**config.mk**
```make
export PLATFORM = sky130hd
export DESIGN_NAME = loadable_updown_counter
export DESIGN_NICKNAME = d
export VERILOG_FILES = /design/src/rtl/counter_pkg.sv /design/src/rtl/counter_checker.sv /design/src/rtl/loadable_updown_counter.sv
export SDC_FILE = /design/constraint.sdc
export NUM_CORES = 1
export LEC_CHECK = 0
export ABC_AREA = 1
export BUFFER_PORTS_ARGS = -buffer_cell sky130_fd_sc_hd__clkbuf_2
export CELL_PAD_IN_SITES_DETAIL_PLACEMENT = 2
export CELL_PAD_IN_SITES_GLOBAL_PLACEMENT = 2
export CORE_MARGIN = 1
export CORE_UTILIZATION = 29
export DETAILED_ROUTE_END_ITERATION = 8
export HOLD_SLACK_MARGIN = 0.15
export PLACE_DENSITY = 0.9
export SKIP_CTS_REPAIR_TIMING = 1
export SLEW_MARGIN = 40
export SYNTH_ARGS = -nofsm -noshare
export SYNTH_HDL_FRONTEND = slang
export SYNTH_SLANG_ARGS = --single-unit
export TNS_END_PERCENT = 50
```
**constraint.sdc**
```tcl
create_clock -name clk -period 4.5 [get_ports clk]
set_clock_uncertainty 0.15 [all_clocks]
set_input_delay 0.45 -clock clk [delete_from_list [all_inputs] [get_ports clk]]
set_output_delay 0.45 -clock clk [all_outputs]
set_load 0.05 [all_outputs]
```
**src/rtl/counter_pkg.sv**
```systemverilog
// counter_pkg: mode selectors and legal WIDTH range for loadable_updown_counter
package counter_pkg;
  localparam int CNT_MODE_WRAP = 0;
  localparam int CNT_MODE_SAT = 1;
  localparam int CNT_WIDTH_MIN = 2;
  localparam int CNT_WIDTH_MAX = 32;
endpackage

```
**src/rtl/counter_checker.sv**
```systemverilog
// counter_checker: never-checker, fire[0] raised while test_expr holds outside reset
module counter_checker (
  input  logic       rst,
  input  logic       test_expr,
  output logic [0:0] fire
);
  assign fire[0] = !rst && test_expr;
endmodule

```
**src/rtl/loadable_updown_counter.sv**
```systemverilog
// loadable_updown_counter: load/up/down counter with sticky ovf/unf; CNT_OVL_CHECK_EN adds checkers on assert_fire
module loadable_updown_counter
  import counter_pkg::*;
#(
  parameter int               WIDTH    = 8,
  parameter logic [WIDTH-1:0] MAX_VAL  = {WIDTH{1'b1}},
  parameter int               SATURATE = CNT_MODE_WRAP
) (
  input  logic             clk,
  input  logic             rst,
  input  logic             ld,
  input  logic             inc,
  input  logic             dec,
  input  logic             clr_flags,
  input  logic [WIDTH-1:0] data_in,
  output logic [WIDTH-1:0] data_out,
  output logic             at_max,
  output logic             at_min,
  output logic             ovf,
  output logic             unf,
  output logic             assert_fire
);
  localparam bit SAT = SATURATE == CNT_MODE_SAT;
  logic [WIDTH-1:0] ld_val, nxt;
  logic up, dn;
  assign at_max = data_out == MAX_VAL;
  assign at_min = data_out == '0;
  // zero-extended compare keeps the clamp well-formed when MAX_VAL is all ones
  assign ld_val = {1'b0, data_in} > {1'b0, MAX_VAL} ? MAX_VAL : data_in;
  assign up = inc && !dec && !ld;
  assign dn = dec && !inc && !ld;
  always_comb
    nxt = ld ? ld_val
        : up ? (at_max ? (SAT ? MAX_VAL : '0) : data_out + WIDTH'(1))
        : dn ? (at_min ? (SAT ? '0 : MAX_VAL) : data_out - WIDTH'(1))
        : data_out;
  always_ff @(posedge clk or posedge rst)
    if (rst) begin
      data_out <= '0;
      ovf <= 1'b0;
      unf <= 1'b0;
    end else begin
      data_out <= nxt;
      ovf <= (up && at_max) || (ovf && !clr_flags);
      unf <= (dn && at_min) || (unf && !clr_flags);
    end
`ifdef CNT_OVL_CHECK_EN
  logic [0:0] fire_up, fire_dn, fire_rng;
  counter_checker u_chk_up (.rst(rst), .test_expr(inc && at_max && !ld), .fire(fire_up));
  counter_checker u_chk_dn (.rst(rst), .test_expr(dec && at_min && !ld), .fire(fire_dn));
  counter_checker u_chk_rng (.rst(rst), .test_expr({1'b0, data_out} > {1'b0, MAX_VAL}), .fire(fire_rng));
  assign assert_fire = fire_up[0] | fire_dn[0] | fire_rng[0];
`else
  assign assert_fire = 1'b0;
`endif
endmodule

```
# After elaboration in Yosys (flattened, before gate mapping)
# Cells that the tools add are included.
dict set report totals {
  regBits 10
  latch_bits 0
  ram_bits 0
  rom_bits 0
  in_bits 14
  out_inout_bits 13
  word_cells 27
  n_memories 0
}
dict set report classes {
  add_sub_neg 2
  multipliers 0
  div 0
  n_lt_le_gt_ge 0
  n_eq_ne 1
  n_shift 0
  mux 5
  n_bitwise 0
  reduce_logical 16
}
# operator n
set ops {}
lappend ops {{$mux 8} 5}
lappend ops {{$add 8x1->8 const B} 1}
lappend ops {{$eq 8x8->1 const B} 1}
lappend ops {{$logic_and 1x1->1} 8}
lappend ops {{$logic_not 8->1} 1}
lappend ops {{$sub 8x1->8 const B} 1}
lappend ops {{$logic_not 1->1} 4}
lappend ops {{$reduce_bool 3->1} 1}
lappend ops {{$logic_or 1x1->1} 2}

# Depth between registers and ports, before layout
dict set report logic_depth {
  ltp_word 6
  mapped_depth 11
  mapped_depth_nobuf 10
}

# Least setup slack after synthesis
# OpenSTA, ideal clock, no wires.
dict set report synth_timing {
  path_kind {reg-to-reg}
  from {reg data_out[0]}
  to {reg data_out[0]}
  setup_ns 0.118
  arrival_ns 2.010
  t_required_ns 4.232
  setup_slack_ns 2.222
  path_stages_with_launch 11
  path_buffers 0
  synth_period_minus_slack_ns 2.278
  path_cell_list {dfrtp_1 ha_1 nand2_4 nor2_4 nand3_2 nor2_2 nand2_1 nand2_1 nand2_1 nand2_1 nand2_1}
}
dict set report synth_between {
  elab_cells_between_ends 9
  cone_classes {add/sub: 2; eq/ne: 1; mux: 5; reduce/logical: 1}
}
# element line_no
set synth_lines {}
lappend synth_lines {{from (decl)} loadable_updown_counter.sv:16} ;# output logic [WIDTH-1:0] data_out,
lappend synth_lines {{from (signal assigned)} loadable_updown_counter.sv:43} ;# data_out <= nxt;
lappend synth_lines {{$eq 8x8->1} loadable_updown_counter.sv:26} ;# assign at_max = data_out == MAX_VAL;
lappend synth_lines {{via at_max} loadable_updown_counter.sv:17} ;# output logic at_max,
lappend synth_lines {{$mux 8 (2 in series)} loadable_updown_counter.sv:34} ;# : up ? (at_max ? (SAT ? MAX_VAL : '0) : data_out + WIDTH'(1))
lappend synth_lines {{$mux 8} loadable_updown_counter.sv:33} ;# nxt = ld ? ld_val
# The timed path passes the listed nets, and every way through them passes these cells. The select of a mux whose other input is x is not followed.
# A chain may end at the register's enable or synchronous reset.

# Worst setup path in the final report
dict set report layout_timing {
  from {reg data_out[0]}
  to {out at_max}
}
dict set report layout_between {
  elab_chain_cells 1
}
# element line_no
set layout_rtl {}
lappend layout_rtl {{$eq 8x8->1} loadable_updown_counter.sv:26}
lappend layout_rtl {{to (decl)} loadable_updown_counter.sv:17}
# No other way between the ends.

==> reports/summary.txt <==
status: finished clean
Mapped Area: 1060 µm²
Detailed Route WL: 4030 µm
Mapped Nets: 182
max-slew violation count: 0
global-route wire length before repair: 6650 µm
FF-to-FF path depth: 8
WS Path Type: register to primary output
clk buf depth: 2
CP startpoint kind: register
CP peak stage delay: 0.47 ns
Worst Hold End: ovf
vias in the first global route: 1,359
fraction of layout cells with a size suffix above 1: 0.241
Routed Antenna Nets: 0
register area share after synthesis: 0.237
crit path max fanout: 6
number of max-cap violations: 0
TritonCTS clock tree: done
FF+latch count, synth: 10
DRC: 0
Fmax: 0.420 GHz
vias per inst: 4.97
Rows: 21
Die ar.: 3890 µm²
FF-to-FF setup slack: 2.66 ns
core area: 3420 µm²
Nets: 206
Top Ports: 27
Synth top cells by count: nand2_1, inv_1, nand3_1
Final min period: 2.38 ns
DP HPWL: 3210 µm
Hold Path Depth: 2
worst path arrival time: 1.78 ns
H-Tree Depth: 1
area share of the leading cell type in the synthesized netlist: 0.237
Starting Density: 0.309
grt total ovfl: 0
Cell Pwr Density: 343 nW/µm²
initial detailed-routing violation count: 19
Final Cycle Share: 0.530
GPL Wtd Cong: 0.808
port buffer count: 25
vias: 1,157
Die H: 62.3 µm
Worst Hold Launch: clr_flags
CP required: 3.90 ns
P_leak: 0.676 nW
Reg-to-Reg End: data_out[6]
initial antenna violation count: 0
Num Clock Sinks: 10
most numerous cell in the Yosys netlist: nand2_1
largest net degree at the start of global routing: 12
Post-synth EDFFs: 0
clock root buffer: clkbuf_4
RSZ-0062 raised after global routing: false
power after layout: 0.415 mW
Post-synth ARST share: 1.00
slowest stage cell, crit path: dfrtp_1
worst-skew pair later-pin latency: 0.28 ns
Fin Setup TNS: 0 ns
Worst Hold Class: primary input to register
final hold violation count: 0
Peak supply drop: 0.143 mV
WL/cell: 17.3 µm
ys flop type: dfrtp_1
Die X: 62.3 µm
Reg-to-Reg Start: data_out[0]
Clock transition at path regs: 0.08 ns
diode count: 0
largest area contributor in the netlist: dfrtp_1
Ys Warns: 0
largest cells by area after synthesis: dfrtp_1, nand2_1, inv_1
CTS Buf Count: 3
critical path endpoint category: primary output
Pre-antenna DRT Iters: 4
gr usage total: 0.224
cell count after synthesis: 165
Yosys cell types: 31
crit-path cells: ha_1, nand2_4, nor2_4, nand3_2, nor2_2, clkbuf_2
syn_area_per_cell: 6.40 µm²
Setup-failing EPs final: 0
P&R area growth vs syn: 14.5%
## flip-flops by register name (all words and copies together) (netlist names)
name,cells
ovf,1
data_out,8
unf,1
## worst max-delay path: cells and delay by family, from the launching register on
family	cells	cell delay (ns)
AND/OR/NAND/NOR	4	0.49
buffers and inverters	1	0.29
adder cells (fa/ha/maj)	1	0.27
flip-flops	1	0.47
## where the power goes
part | internal (mW) | switching, mW | total (mW)
registers | 0.102 | 0.0376 | 0.140
logic | 0.0573 | 0.148 | 0.205
clock network | 0.0310 | 0.0392 | 0.0702
total | 0.190 | 0.225 | 0.415
## placed cells by master, fill, tap and decap left out
| master | count |
|---|---|
| inv_4 | 1 |
| o21ai_0 | 8 |
| nand2_1 | 53 |
| o31ai_1 | 1 |
| nand3_1 | 16 |
| nor2_1 | 9 |
| ha_1 | 3 |
| nand4_1 | 5 |
| nand2_4 | 1 |
| nor3b_1 | 1 |
| nand3_2 | 1 |
| o21ai_1 | 2 |
| a21oi_1 | 1 |
| nand4_2 | 1 |
| nand2_2 | 3 |
| clkbuf_4 | 3 |
| conb_1 | 1 |
| a21oi_2 | 1 |
| inv_1 | 25 |
| xnor2_1 | 1 |
| o21bai_1 | 1 |
| o22ai_1 | 1 |
| clkbuf_2 | 25 |
| xor2_1 | 1 |
| dlygate4sd3_1 | 1 |
| o21a_1 | 1 |
| nor2_2 | 3 |
| inv_2 | 1 |
| a2bb2oi_1 | 1 |
| nor2_4 | 5 |
| dfrtp_1 | 10 |
## through the flow
| step | setup WS, ns | std cells | cell area, µm² | utilization | hold WS [ns] |
|---|---|---|---|---|---|
| 2_1_floorplan | 2.22 | 165 | 1060 | - | 0.140 |
| 3_3_place_gp | 2.57 | 229 | 1180 | 0.344 | 0.301 |
| 3_5_place_dp | 2.47 | 229 | 1180 | 0.344 | 0.319 |
| 4_1_cts | 2.13 | 232 | 1200 | 0.351 | 0.0152 |
| 5_1_grt | 2.03 | 233 | 1210 | 0.354 | 0.244 |
| 6_report | 2.12 | 233 | 1210 | 0.354 | 0.226 |
## cell families after synthesis
group | after synthesis | share of synthesized area
AO/OA/AOI/OAI | 17 | 0.0960
XOR/XNOR | 2 | 0.0166
adder cells (fa/ha/maj) | 3 | 0.0355
buffers and inverters | 34 | 0.158
flip-flops | 10 | 0.237
other | 1 | 0.00355
AND/OR/NAND/NOR | 98 | 0.454
## cell type report
cell class,instances,area [µm²]
clock buffers,3,22.5
fillers,430,2210
inverters,27,104
multi-input cells,121,639
flip-flops and latches,10,250
well taps,46,57.6
repair buffers,26,135
## how the worst max path moves through the flow
stage           startpoint     endpoint  slack, ns  cells after the start
5_1_grt        data_out[0]       at_max       2.03                      6
3_5_place_dp   data_out[0]       at_max       2.47                      6
2_1_floorplan  data_out[0]  data_out[0]       2.22                     10
6_report       data_out[0]       at_max       2.12                      6
4_1_cts        data_out[0]       at_max       2.13                      6
3_3_place_gp   data_out[0]       at_max       2.57                      6
## routing by layer
metal,vias to the layer above,GRT usage,share of wire
met2,33,0.398,0.50
met1,550,0.252,0.42
li1,561,-,-
met3,13,0.0386,0.038
met4,0,0.125,0.037
met5,-,0,0
No activity file was read; power rests on OpenSTA's default activity.
